`src/rtl/vec_elem_sequencer_pkg.sv`:
```
// Shared types and default widths for the vector element sequencer and its operand queues.
package vec_elem_sequencer_pkg;

    localparam int DEF_NUM_LANES  = 4;
    localparam int DEF_ELEM_WIDTH = 64;
    localparam int DEF_MAX_VLEN   = 64;
    localparam int DEF_OPQ_DEPTH  = 4;
    localparam int DEF_REG_PTR_W  = 5;
    localparam int DEF_FUNC_OP_W  = 4;

    typedef enum logic [DEF_FUNC_OP_W-1:0] {
        SADD = 4'd0,
        SSUB = 4'd1,
        SMUL = 4'd2,
        SDIV = 4'd3,
        SAND = 4'd4,
        SOR  = 4'd5,
        SXOR = 4'd6,
        SMIN = 4'd7,
        SMAX = 4'd8
    } func_opcode_t;

    typedef enum logic [1:0] {
        IDLE = 2'd0,
        RUN  = 2'd1,
        DONE = 2'd2
    } seq_state_t;

endpackage

```
`src/rtl/vec_elem_sequencer_fifo.sv`:
```
// Small synchronous FIFO holding one register-file port's returned operands until they can be paired.
module operand_fifo
    import vec_elem_sequencer_pkg::*;
#(
    parameter int WIDTH = DEF_ELEM_WIDTH,
    parameter int DEPTH = DEF_OPQ_DEPTH
) (
    input  logic             clk,
    input  logic             reset,
    input  logic             i_push,
    input  logic [WIDTH-1:0] i_data,
    input  logic             i_pop,
    output logic [WIDTH-1:0] o_data,
    output logic             o_empty,
    output logic             o_full
);

    localparam int AW = $clog2(DEPTH);

    logic [WIDTH-1:0] r_mem [DEPTH];
    logic [AW:0]      r_wr_ptr;
    logic [AW:0]      r_rd_ptr;
    logic             w_wr_en;
    logic             w_rd_en;

    assign o_empty = (r_wr_ptr == r_rd_ptr);
    assign o_full  = (r_wr_ptr[AW] != r_rd_ptr[AW]) && (r_wr_ptr[AW-1:0] == r_rd_ptr[AW-1:0]);
    assign w_wr_en = i_push && (!o_full || i_pop);
    assign w_rd_en = i_pop && !o_empty;
    assign o_data  = r_mem[r_rd_ptr[AW-1:0]];

    // NOTE: storage has no reset; the pointers alone decide which entries are valid.
    always_ff @(posedge clk) begin
        if (w_wr_en) begin
            r_mem[r_wr_ptr[AW-1:0]] <= i_data;
        end
    end

    // NOTE: sequential state uses <= so every flop samples pre-edge values.
    always_ff @(posedge clk or negedge reset) begin
        if (!reset) begin
            r_wr_ptr <= '0;
            r_rd_ptr <= '0;
        end else begin
            if (w_wr_en) r_wr_ptr <= r_wr_ptr + 1'b1;
            if (w_rd_en) r_rd_ptr <= r_rd_ptr + 1'b1;
        end
    end

endmodule

```
`src/rtl/vec_elem_sequencer.sv`:
```
// Streams one vector instruction's element reads from two RF ports, pairs operands and
// dispatches each enabled element to the lowest free functional lane.
module vec_elem_sequencer
    import vec_elem_sequencer_pkg::*;
#(
    parameter int NUM_LANES  = DEF_NUM_LANES,
    parameter int ELEM_WIDTH = DEF_ELEM_WIDTH,
    parameter int MAX_VLEN   = DEF_MAX_VLEN,
    parameter int OPQ_DEPTH  = DEF_OPQ_DEPTH,
    parameter int REG_PTR_W  = DEF_REG_PTR_W,
    parameter int FUNC_OP_W  = DEF_FUNC_OP_W
) (
    input  logic                             clk,
    input  logic                             reset,
    input  logic                             i_inst_vld,
    output logic                             o_inst_rdy,
    input  logic [FUNC_OP_W-1:0]             i_inst_op,
    input  logic [REG_PTR_W-1:0]             i_inst_src0,
    input  logic [REG_PTR_W-1:0]             i_inst_src1,
    input  logic [REG_PTR_W-1:0]             i_inst_dst,
    input  logic [$clog2(MAX_VLEN+1)-1:0]    i_inst_vlen,
    input  logic [MAX_VLEN-1:0]              i_inst_mask,
    output logic                             o_rd0_req_vld,
    input  logic                             i_rd0_req_gnt,
    output logic [REG_PTR_W-1:0]             o_rd0_req_reg,
    output logic [$clog2(MAX_VLEN)-1:0]      o_rd0_req_idx,
    input  logic                             i_rd0_rsp_vld,
    input  logic [ELEM_WIDTH-1:0]            i_rd0_rsp_data,
    output logic                             o_rd1_req_vld,
    input  logic                             i_rd1_req_gnt,
    output logic [REG_PTR_W-1:0]             o_rd1_req_reg,
    output logic [$clog2(MAX_VLEN)-1:0]      o_rd1_req_idx,
    input  logic                             i_rd1_rsp_vld,
    input  logic [ELEM_WIDTH-1:0]            i_rd1_rsp_data,
    input  logic [NUM_LANES-1:0]             i_lane_busy,
    output logic [NUM_LANES-1:0]             o_lane_vld,
    output logic [FUNC_OP_W-1:0]             o_lane_op,
    output logic [ELEM_WIDTH-1:0]            o_lane_data0,
    output logic [ELEM_WIDTH-1:0]            o_lane_data1,
    output logic [REG_PTR_W-1:0]             o_lane_dst,
    output logic [$clog2(MAX_VLEN)-1:0]      o_lane_idx,
    output logic                             o_done,
    output logic                             o_active
);

    localparam int VLEN_W = $clog2(MAX_VLEN + 1);
    localparam int IDX_W  = $clog2(MAX_VLEN);
    localparam int CRED_W = $clog2(OPQ_DEPTH + 1);

    seq_state_t            r_state, w_state_nxt;
    logic [FUNC_OP_W-1:0]  r_op;
    logic [REG_PTR_W-1:0]  r_src0, r_src1, r_dst;
    logic [VLEN_W-1:0]     r_vlen, r_retire_idx;
    logic [MAX_VLEN-1:0]   r_mask;
    logic                  r_done_zero;

    logic                  w_accept, w_run, w_heads_vld, w_elem_en, w_lane_free, w_pop, w_dispatch;
    logic [NUM_LANES-1:0]  w_lane_onehot;
    logic [1:0]            w_req_vld, w_gnt, w_rsp_vld, w_push, w_empty, w_full;
    logic [ELEM_WIDTH-1:0] w_rsp_data [2];
    logic [ELEM_WIDTH-1:0] w_head     [2];
    logic [IDX_W-1:0]      w_req_idx  [2];

    assign w_accept      = (r_state == IDLE) && i_inst_vld;
    assign w_run         = (r_state == RUN);
    assign w_gnt         = {i_rd1_req_gnt, i_rd0_req_gnt};
    assign w_rsp_vld     = {i_rd1_rsp_vld, i_rd0_rsp_vld};
    assign w_rsp_data[0] = i_rd0_rsp_data;
    assign w_rsp_data[1] = i_rd1_rsp_data;

    // Credit covers queue slots plus requests in flight, so a queue can never overflow.
    // Responses with nothing outstanding belong to an instruction killed by reset.
    for (genvar p = 0; p < 2; p++) begin : g_port
        logic [VLEN_W-1:0] r_req_idx;
        logic [CRED_W-1:0] r_credit;
        logic [CRED_W-1:0] r_outst;
        logic              w_grant;

        assign w_req_vld[p] = w_run && (r_req_idx < r_vlen) && (r_credit != '0);
        assign w_grant      = w_req_vld[p] && w_gnt[p];
        assign w_push[p]    = w_rsp_vld[p] && (r_outst != '0);
        assign w_req_idx[p] = r_req_idx[IDX_W-1:0];

        always_ff @(posedge clk or negedge reset) begin
            if (!reset) begin
                r_req_idx <= '0;
                r_credit  <= CRED_W'(OPQ_DEPTH);
                r_outst   <= '0;
            end else begin
                if (w_accept)     r_req_idx <= '0;
                else if (w_grant) r_req_idx <= r_req_idx + VLEN_W'(1);
                r_credit <= r_credit - CRED_W'(w_grant) + CRED_W'(w_pop);
                r_outst  <= r_outst + CRED_W'(w_grant) - CRED_W'(w_push[p]);
            end
        end

        operand_fifo #(.WIDTH(ELEM_WIDTH), .DEPTH(OPQ_DEPTH)) u_opq (
            .clk     (clk),
            .reset   (reset),
            .i_push  (w_push[p]),
            .i_data  (w_rsp_data[p]),
            .i_pop   (w_pop),
            .o_data  (w_head[p]),
            .o_empty (w_empty[p]),
            .o_full  (w_full[p])
        );

        a_no_overflow: assert property (@(posedge clk) disable iff (!reset)
            !(w_push[p] && w_full[p] && !w_pop));
    end

    assign o_rd0_req_vld = w_req_vld[0];
    assign o_rd1_req_vld = w_req_vld[1];
    assign o_rd0_req_reg = r_src0;
    assign o_rd1_req_reg = r_src1;
    assign o_rd0_req_idx = w_req_idx[0];
    assign o_rd1_req_idx = w_req_idx[1];

    // Lowest-indexed free lane wins.
    always_comb begin
        w_lane_onehot = '0;
        w_lane_free   = 1'b0;
        for (int i = NUM_LANES - 1; i >= 0; i--) begin
            if (!i_lane_busy[i]) begin
                w_lane_onehot    = '0;
                w_lane_onehot[i] = 1'b1;
                w_lane_free      = 1'b1;
            end
        end
    end

    assign w_heads_vld = w_run && !w_empty[0] && !w_empty[1];
    assign w_elem_en   = r_mask[r_retire_idx[IDX_W-1:0]];
    assign w_pop       = w_heads_vld && (!w_elem_en || w_lane_free);
    assign w_dispatch  = w_heads_vld && w_elem_en && w_lane_free;

    always_ff @(posedge clk or negedge reset) begin
        if (!reset) begin
            r_state      <= IDLE;
            r_op         <= '0;
            r_src0       <= '0;
            r_src1       <= '0;
            r_dst        <= '0;
            r_vlen       <= '0;
            r_mask       <= '0;
            r_retire_idx <= '0;
            r_done_zero  <= 1'b0;
            o_lane_vld   <= '0;
            o_lane_op    <= '0;
            o_lane_data0 <= '0;
            o_lane_data1 <= '0;
            o_lane_dst   <= '0;
            o_lane_idx   <= '0;
        end else begin
            r_state     <= w_state_nxt;
            r_done_zero <= w_accept && (i_inst_vlen == '0);
            if (w_accept) begin
                r_op         <= i_inst_op;
                r_src0       <= i_inst_src0;
                r_src1       <= i_inst_src1;
                r_dst        <= i_inst_dst;
                r_vlen       <= i_inst_vlen;
                r_mask       <= i_inst_mask;
                r_retire_idx <= '0;
            end else if (w_pop) begin
                r_retire_idx <= r_retire_idx + VLEN_W'(1);
            end
            o_lane_vld <= w_dispatch ? w_lane_onehot : '0;
            if (w_dispatch) begin
                o_lane_op    <= r_op;
                o_lane_data0 <= w_head[0];
                o_lane_data1 <= w_head[1];
                o_lane_dst   <= r_dst;
                o_lane_idx   <= r_retire_idx[IDX_W-1:0];
            end
        end
    end

    // NOTE: every signal driven here gets a default first, so no latch is inferred.
    always_comb begin
        w_state_nxt = r_state;
        o_inst_rdy  = 1'b0;
        o_active    = 1'b0;
        o_done      = r_done_zero;
        unique case (r_state)
            IDLE: begin
                o_inst_rdy = 1'b1;
                if (i_inst_vld && (i_inst_vlen != '0)) w_state_nxt = RUN;
            end
            RUN: begin
                o_active = 1'b1;
                if (r_retire_idx == r_vlen) w_state_nxt = DONE;
            end
            DONE: begin
                o_done      = 1'b1;
                w_state_nxt = IDLE;
            end
            default: w_state_nxt = IDLE;
        endcase
    end

endmodule
```
`config.mk`:
```
export PLATFORM = sky130hd
export DESIGN_NAME = vec_elem_sequencer
export DESIGN_NICKNAME = d
export VERILOG_FILES = /design/src/rtl/vec_elem_sequencer_pkg.sv /design/src/rtl/vec_elem_sequencer_fifo.sv /design/src/rtl/vec_elem_sequencer.sv
export SDC_FILE = /design/constraint.sdc
export NUM_CORES = 1
export LEC_CHECK = 0
export CORE_ASPECT_RATIO = 0.6
export CORE_MARGIN = 5
export CORE_UTILIZATION = 40
export DETAILED_ROUTE_END_ITERATION = 10
export HOLD_SLACK_MARGIN = 0.08
export PLACE_DENSITY = 0.7
export SYNTH_ARGS = -nofsm -noshare
export SYNTH_HDL_FRONTEND = slang
export SYNTH_SLANG_ARGS = --single-unit
```
`constraint.sdc`:
```
create_clock -name clk -period 6.2 [get_ports clk]
set_input_delay 1.24 -clock clk [delete_from_list [all_inputs] [get_ports clk]]
set_output_delay 1.24 -clock clk [all_outputs]
set_load 0.05 [all_outputs]
```
=== After elaboration in Yosys (flattened, before gate mapping) ===
Memories as Yosys holds them, arrays and structs flattened. A register that Yosys moved wholly into a read port is not among the register bits.
Index checks and enable logic that the tools add are counted.

* Output and inout bits: 174
* RAM bits: 512
* Memories kept: 2
* Word-level logic and storage cells: 124
* Flip-flop bits (word level): 157

{| class="wikitable"
|+ Memories
! name !! depth !! width !! read ports !! clocked after Yosys merged registers in !! write ports !! line !! RTL
|-
| g_port[0].u_opq.r_mem || 4 || 64 || 1 || 1 || 1 || vec_elem_sequencer_fifo.sv:20 || <nowiki>logic [WIDTH-1:0] r_mem [DEPTH];</nowiki>
|-
| g_port[1].u_opq.r_mem || 4 || 64 || 1 || 1 || 1 || vec_elem_sequencer_fifo.sv:20 ||
|}

* $lt $le $gt $ge: 3
* $add $sub $neg: 15
* Muxes and demuxes: 27
* Reductions and logical operators: 43
* Equality and inequality tests: 11

{| class="wikitable"
|+ Operator list
! cell !! number
|-
| $mux 7 || 6
|-
| $logic_and 1x1->1 || 22
|-
| $add 7x1->7 const B || 3
|-
| $mux 4 || 5
|-
| $lt 7x7->1 || 2
|-
| $add 3x1->3 || 4
|-
| $add 3x1->3 const B || 4
|-
| $mux 1 || 12
|-
| $reduce_bool 3->1 || 4
|-
| $sub 3x1->3 || 4
|-
| $eq 7x7->1 || 1
|-
| $logic_not 1->1 || 7
|-
| $logic_not 7->1 || 1
|-
| $lt 6x7->1 const B || 1
|-
| $reduce_bool 7->1 || 1
|-
| $bmux 1 s6 || 1
|-
| $eq 3x3->1 || 2
|-
| $reduce_bool 2->1 || 3
|-
| $eq 2x2->1 || 2
|-
| $mux 2 || 2
|-
| $ne 2x1->1 const B || 2
|-
| $pmux 2 s2 || 1
|-
| $logic_or 1x1->1 || 3
|-
| $eq 2x1->1 const B || 1
|-
| other kinds (4) || 5
|}

=== Depth between registers and ports, before layout ===
* Word-level depth: 10
* Gate-level depth with buffers: 17
* Depth with buffers taken out: 14

=== Cells and area by module ===
Synthesis repeated with hierarchy kept, for this count alone.

* Cell total of the unflattened synthesis: 1,734
* Area total of the unflattened synthesis: 31,602.8 µm²

{| class="wikitable"
|+ Modules (own cells, without submodules)
! module !! times used !! cells each !! area each (µm²) !! sequential area each (µm²)
|-
| operand_fifo || 2 || 381 || 9,651.8 || 7,837.5
|-
| vec_elem_sequencer || 1 || 972 || 12,299.3 || 6,834.1
|}

=== Worst setup path before layout ===
No wires, ideal clock.

* Path type: reg2reg
* From: reg r_retire_idx[1]
* To: mem g_port[0].u_opq.r_mem[0][0] in the netlist's numbering, enable pin
* Arrival: 5.225 ns
* Clock period less this slack: 5.712 ns
* Cell stages (with the launch flop): 11
* Required time: 5.714 ns
* Setup slack: 0.488 ns
* Library setup time: 0.486 ns
* Path buffers: 3
* Path through: dfrtp_1 > buf_2 > buf_2 > buf_2 > mux4_2 > mux2i_1 > nand2_1 > a32o_1 > a21boi_2 > o21ai_2 > nor2_1

* Cells in the longest elaborated chain, start to end: 9

{| class="wikitable"
|+ RTL lines
! what !! line !! RTL
|-
| start, declared || vec_elem_sequencer.sv:53 || <nowiki>logic [VLEN_W-1:0] r_vlen, r_retire_idx;</nowiki>
|-
| start signal, assigned || vec_elem_sequencer.sv:166 || <nowiki>r_retire_idx <= r_retire_idx + VLEN_W'(1);</nowiki>
|-
| $bmux 1 s6 || vec_elem_sequencer.sv:133 || <nowiki>assign w_elem_en = r_mask[r_retire_idx[IDX_W-1:0]];</nowiki>
|-
| $mux 1 (not written as such) || vec_elem_sequencer.sv:133 ||
|-
| $logic_not 1->1 || vec_elem_sequencer.sv:134 || <nowiki>assign w_pop = w_heads_vld && (!w_elem_en || w_lane_free);</nowiki>
|-
| $logic_or 1x1->1 || vec_elem_sequencer.sv:134 ||
|-
| $logic_and 1x1->1 || vec_elem_sequencer.sv:134 ||
|-
| $logic_or 1x1->1 || vec_elem_sequencer_fifo.sv:28 || <nowiki>assign w_wr_en = i_push && (!o_full || i_pop);</nowiki>
|-
| $logic_and 1x1->1 || vec_elem_sequencer_fifo.sv:28 ||
|-
| $mux 1 || vec_elem_sequencer_fifo.sv:34 || <nowiki>if (w_wr_en) begin</nowiki>
|-
| $mux 1 (not written as such) || vec_elem_sequencer_fifo.sv:35 || <nowiki>r_mem[r_wr_ptr[AW-1:0]] <= i_data;</nowiki>
|-
| end, declared || vec_elem_sequencer_fifo.sv:20 ||
|}

No other way between the ends. The select of a mux whose other input is x is not followed.

=== Final worst setup path ===
* From: reg r_retire_idx[1]
* To: mem g_port[0].u_opq.r_mem[1][30] in the netlist's numbering, enable pin

The elaborated chain is that of the path after synthesis.

==> summary.txt <==
Routing
  – Post-DRT Antenna Nets: 0
  – DR DRC count: 0
  – Via-per-instance ratio: between 5 and 6
  – Average wire per standard cell: between 20 and 25 um
  – Starting DRT DRC Count: 1262
  – First drt pass iteration count: 5
  – Via count: 16200
  – Wirelength, routed: 69600 um

Placed design
  – DP HPWL: 44600 um
  – Port Buf Inserts: 402
  – Global placer's final weighted congestion: between 0.8 and 0.9
  – DP Worst Slack: ~1300 ps

Hold path
  – Hold Crit Start: r_mask[59]
  – Worst Hold End: r_mask[59]
  – Hold Path Depth: 2
  – Hold crit path type: flip-flop to flip-flop

Critical path
  – Slowest CP cell: dfrtp_1
  – Reg2Reg Setup Slack: 1360 ps
  – Cell Chain, Critical Path: mux4_2, mux4_2, or2_0, a32o_1, a21boi_2, o21ai_2, nor2_4, buf_4
  – R2R depth: 8
  – Worst Path Max Fanout: 28
  – Most used cell, CP: mux4_2
  – Setup CP Type: flip-flop to flip-flop
  – Worst setup SP type: flip-flop
  – FF-to-FF End: g_port[0].u_opq.r_mem[1][30]
  – WP data arrival: 5110 ps
  – Crit end category: flip-flop
  – FF-to-FF Start: r_retire_idx[1]
  – CP required: 6470 ps
  – CP peak stage delay: about 850 ps
  – Critical Path Start: r_retire_idx[1]

CTS
  – Clk sinks: 797
  – Clk Tree Root Cell: clkbuf_16
  – Clock tree buffer depth: 3
  – Total CTS buffers: 76
  – Cells resized by post-CTS repair: 0
  – Postcts setup bufs: 0
  – Clock Latency Late Sink: between 600 and 700 ps
  – Hold_buf cts: 0
  – CTS tree: yes
  – Htree depth: 3
  – Worst-path clk slew: 60 ps

Die
  – Core box area: ~77000 sq um
  – Die X: 371 um
  – FP Rows: 79
  – Die Y: 226 um
  – Initial Util: 40.3%
  – Top-level port count: 403
  – Die Area: 83900 sq um

Synthesis
  – Yosys reg bits: 797
  – Top FF cell, synth: edfxtp_1
  – Seq/Total Area, Yosys: between 70% and 80%
  – Avg Synthesized Cell Area: 18.4 sq um
  – Post-synth EDFFs: 512
  – Cells after Synth: between 1500 and 2000
  – Synth unique cells: 53
  – Mapped Nets: slightly below 2000
  – Ys Warns: 0
  – Synth async-reset ratio: 35.8%
  – Area of the mapped netlist: about 31000 sq um

Pwr
  – Combinational power share: 43.0%
  – Int Power: 14700 uW
  – Switch Pwr: between 8000 and 9000 uW
  – Pwr dens: 592 nW/um^2
  – Leak pwr: 0.0147 uW
  – Sequential Power Share: 36.6%
  – Sw frac: 36.2%
  – Peak supply drop: 0.000613 V
  – Clock power share: 20.4%

Timing
  – Max-slew violations: 0
  – Setup Skew: 20.3 ps
  – Worst Tran Pin Value: 1050 ps
  – Final WS setup: about 1400 ps
  – Final period utilization: roughly 78%
  – Max Freq: 207 MHz
  – Setup violators final: 0
  – Fin crit period: a little under 5000 ps
  – Slew margin rel.: 29.9%
  – RSZ-0062 raised after global routing: false
  – Final Hold Vio Count: 0
  – Final setup TNS: 0 ps

Job
  – Max_cap viols: 0

GRT
  – First-pass GRT wire length: 106000 um
  – Number of global-route vias before repair: 17200
  – Grt total ovfl: 0
  – Gr usage total: 16.6%
  – Largest net degree at the start of global routing: 104
  – Antenna violations before repair: 8

Final layout
  – Number of flip-flops in the largest register: 512
  – Share of cells above drive strength 1: 20.6%
  – Area growth syn-to-layout: 24.9%
  – Fill count: slightly above 6000
  – Final nets: 2380

Status
  – Status: finished clean
[routing by layer]
metal	GRT usage [%]	up-vias	wire length, um
met3	4.83	95	5060
met2	26.6	436	33500
met4	3.78	8	1210
met5	0	-	51
li1	-	7194	-
met1	22.7	8449	29800
[cell families after synthesis]
kind of cell	share of synthesized area, %
flops	72.1
simple gates	4.49
compound gates	1.08
mux	17.6
fa+ha+maj	1.58
buf+inv	2.10
xor+xnor	0.982
[Yosys cell counts (2+ instances only)]
master	count	area, sq um
mux4_2	144	3240
clkbuf_1	52	195
mux2_2	19	214
mux2_4	120	1800
nor3_1	6	30.0
xnor2_1	24	210
nand4_1	7	43.8
buf_2	5	25.0
o31a_1	2	17.5
ha_1	33	413
dfrtp_1	283	7080
edfxtp_1	512	15400
inv_1	40	150
and4_1	2	17.5
fa_1	4	80.1
nand3b_1	2	15.0
o211ai_1	3	22.5
nand3_1	4	20.0
buf_4	12	90.1
a21oi_1	9	45.0
a21o_1	7	52.6
mux2_1	8	90.1
nand2_1	280	1050
xor2_1	11	96.3
buf_1	4	15.0
nor2b_1	2	12.5
dfstp_2	2	52.6
nand2b_1	3	18.8
nor4_1	2	12.5
and3b_1	2	17.5
o21ai_0	13	65.1
mux2i_1	15	150
o21ai_2	2	17.5
or3_1	7	43.8
a221oi_1	2	17.5
nor2_1	22	82.6
buf_6	16	180
[metrics by stage]
stage	instances	hold WS [ps]	power, uW	util, %	cell area (sq um)
finish	3233	479	23100	50.3	39000
global route	3232	501	24200	50.3	39000
CTS	3229	477	23400	50.3	39000
detailed placement	3089	459	18600	47.0	36400
global placement	3089	453	18300	47.0	36400
floorplan	1697	440	15700	-	31200
[power by group through the flow]
stage / clock network (uW) / logic (uW) / registers, uW
after floorplan: 0 / 5780 / 9970
after global placement: 0 / 9830 / 8490
after detailed placement: 0 / 10000 / 8570
after CTS: 4830 / 10100 / 8480
after global routing: 5070 / 10500 / 8640
final: 4700 / 9920 / 8450
[how the worst max path moves through the flow]
stage | endpoint | slack [ps] | cells past startpoint
floorplan | g_port[0].u_opq.r_mem[0][0] | 490 | 10
global placement | g_port[0].u_opq.r_mem[0][23] | 1400 | 8
detailed placement | g_port[0].u_opq.r_mem[0][26] | 1290 | 8
CTS | g_port[0].u_opq.r_mem[1][32] | 1250 | 8
global route | g_port[0].u_opq.r_mem[1][32] | 1070 | 8
finish | g_port[0].u_opq.r_mem[1][30] | 1360 | 8
[layout by cell type (no fill, tap or decap), types with 16 or more instances in the layout]
master	synthesis	final
edfxtp_1	512	512
clkdlybuf4s50_1	0	401
nand2_1	280	279
dfrtp_1	283	279
mux4_2	144	144
mux2_4	120	120
clkbuf_16	0	76
inv_1	40	38
ha_1	33	33
xnor2_1	24	24
mux2_2	19	19
buf_4	12	18
nor2_1	22	16
[final cells by class]
type / count / area (sq um) / share of cell area (%)
antenna: 4 / 10.0 / 0.0257
tap: 1053 / 1320 / 3.38
inverter: 40 / 150 / 0.385
clock buffer: 102 / 2110 / 5.41
sequential: 797 / 22500 / 57.8
clock inverter: 38 / 438 / 1.12
timing repair buffer: 428 / 4320 / 11.1
multi-input combinational: 771 / 8100 / 20.8
[worst max-delay path: cells and delay by family (launching register included)]
kind / cells / cell delay (ps)
buffers and inverters: 1 / 500
muxes: 2 / 1090
DFF: 1 / 850
AOI/OAI and AO/OA: 3 / 1250
and+or+nand+nor: 2 / 750
(Power assumes the default switching activity.)
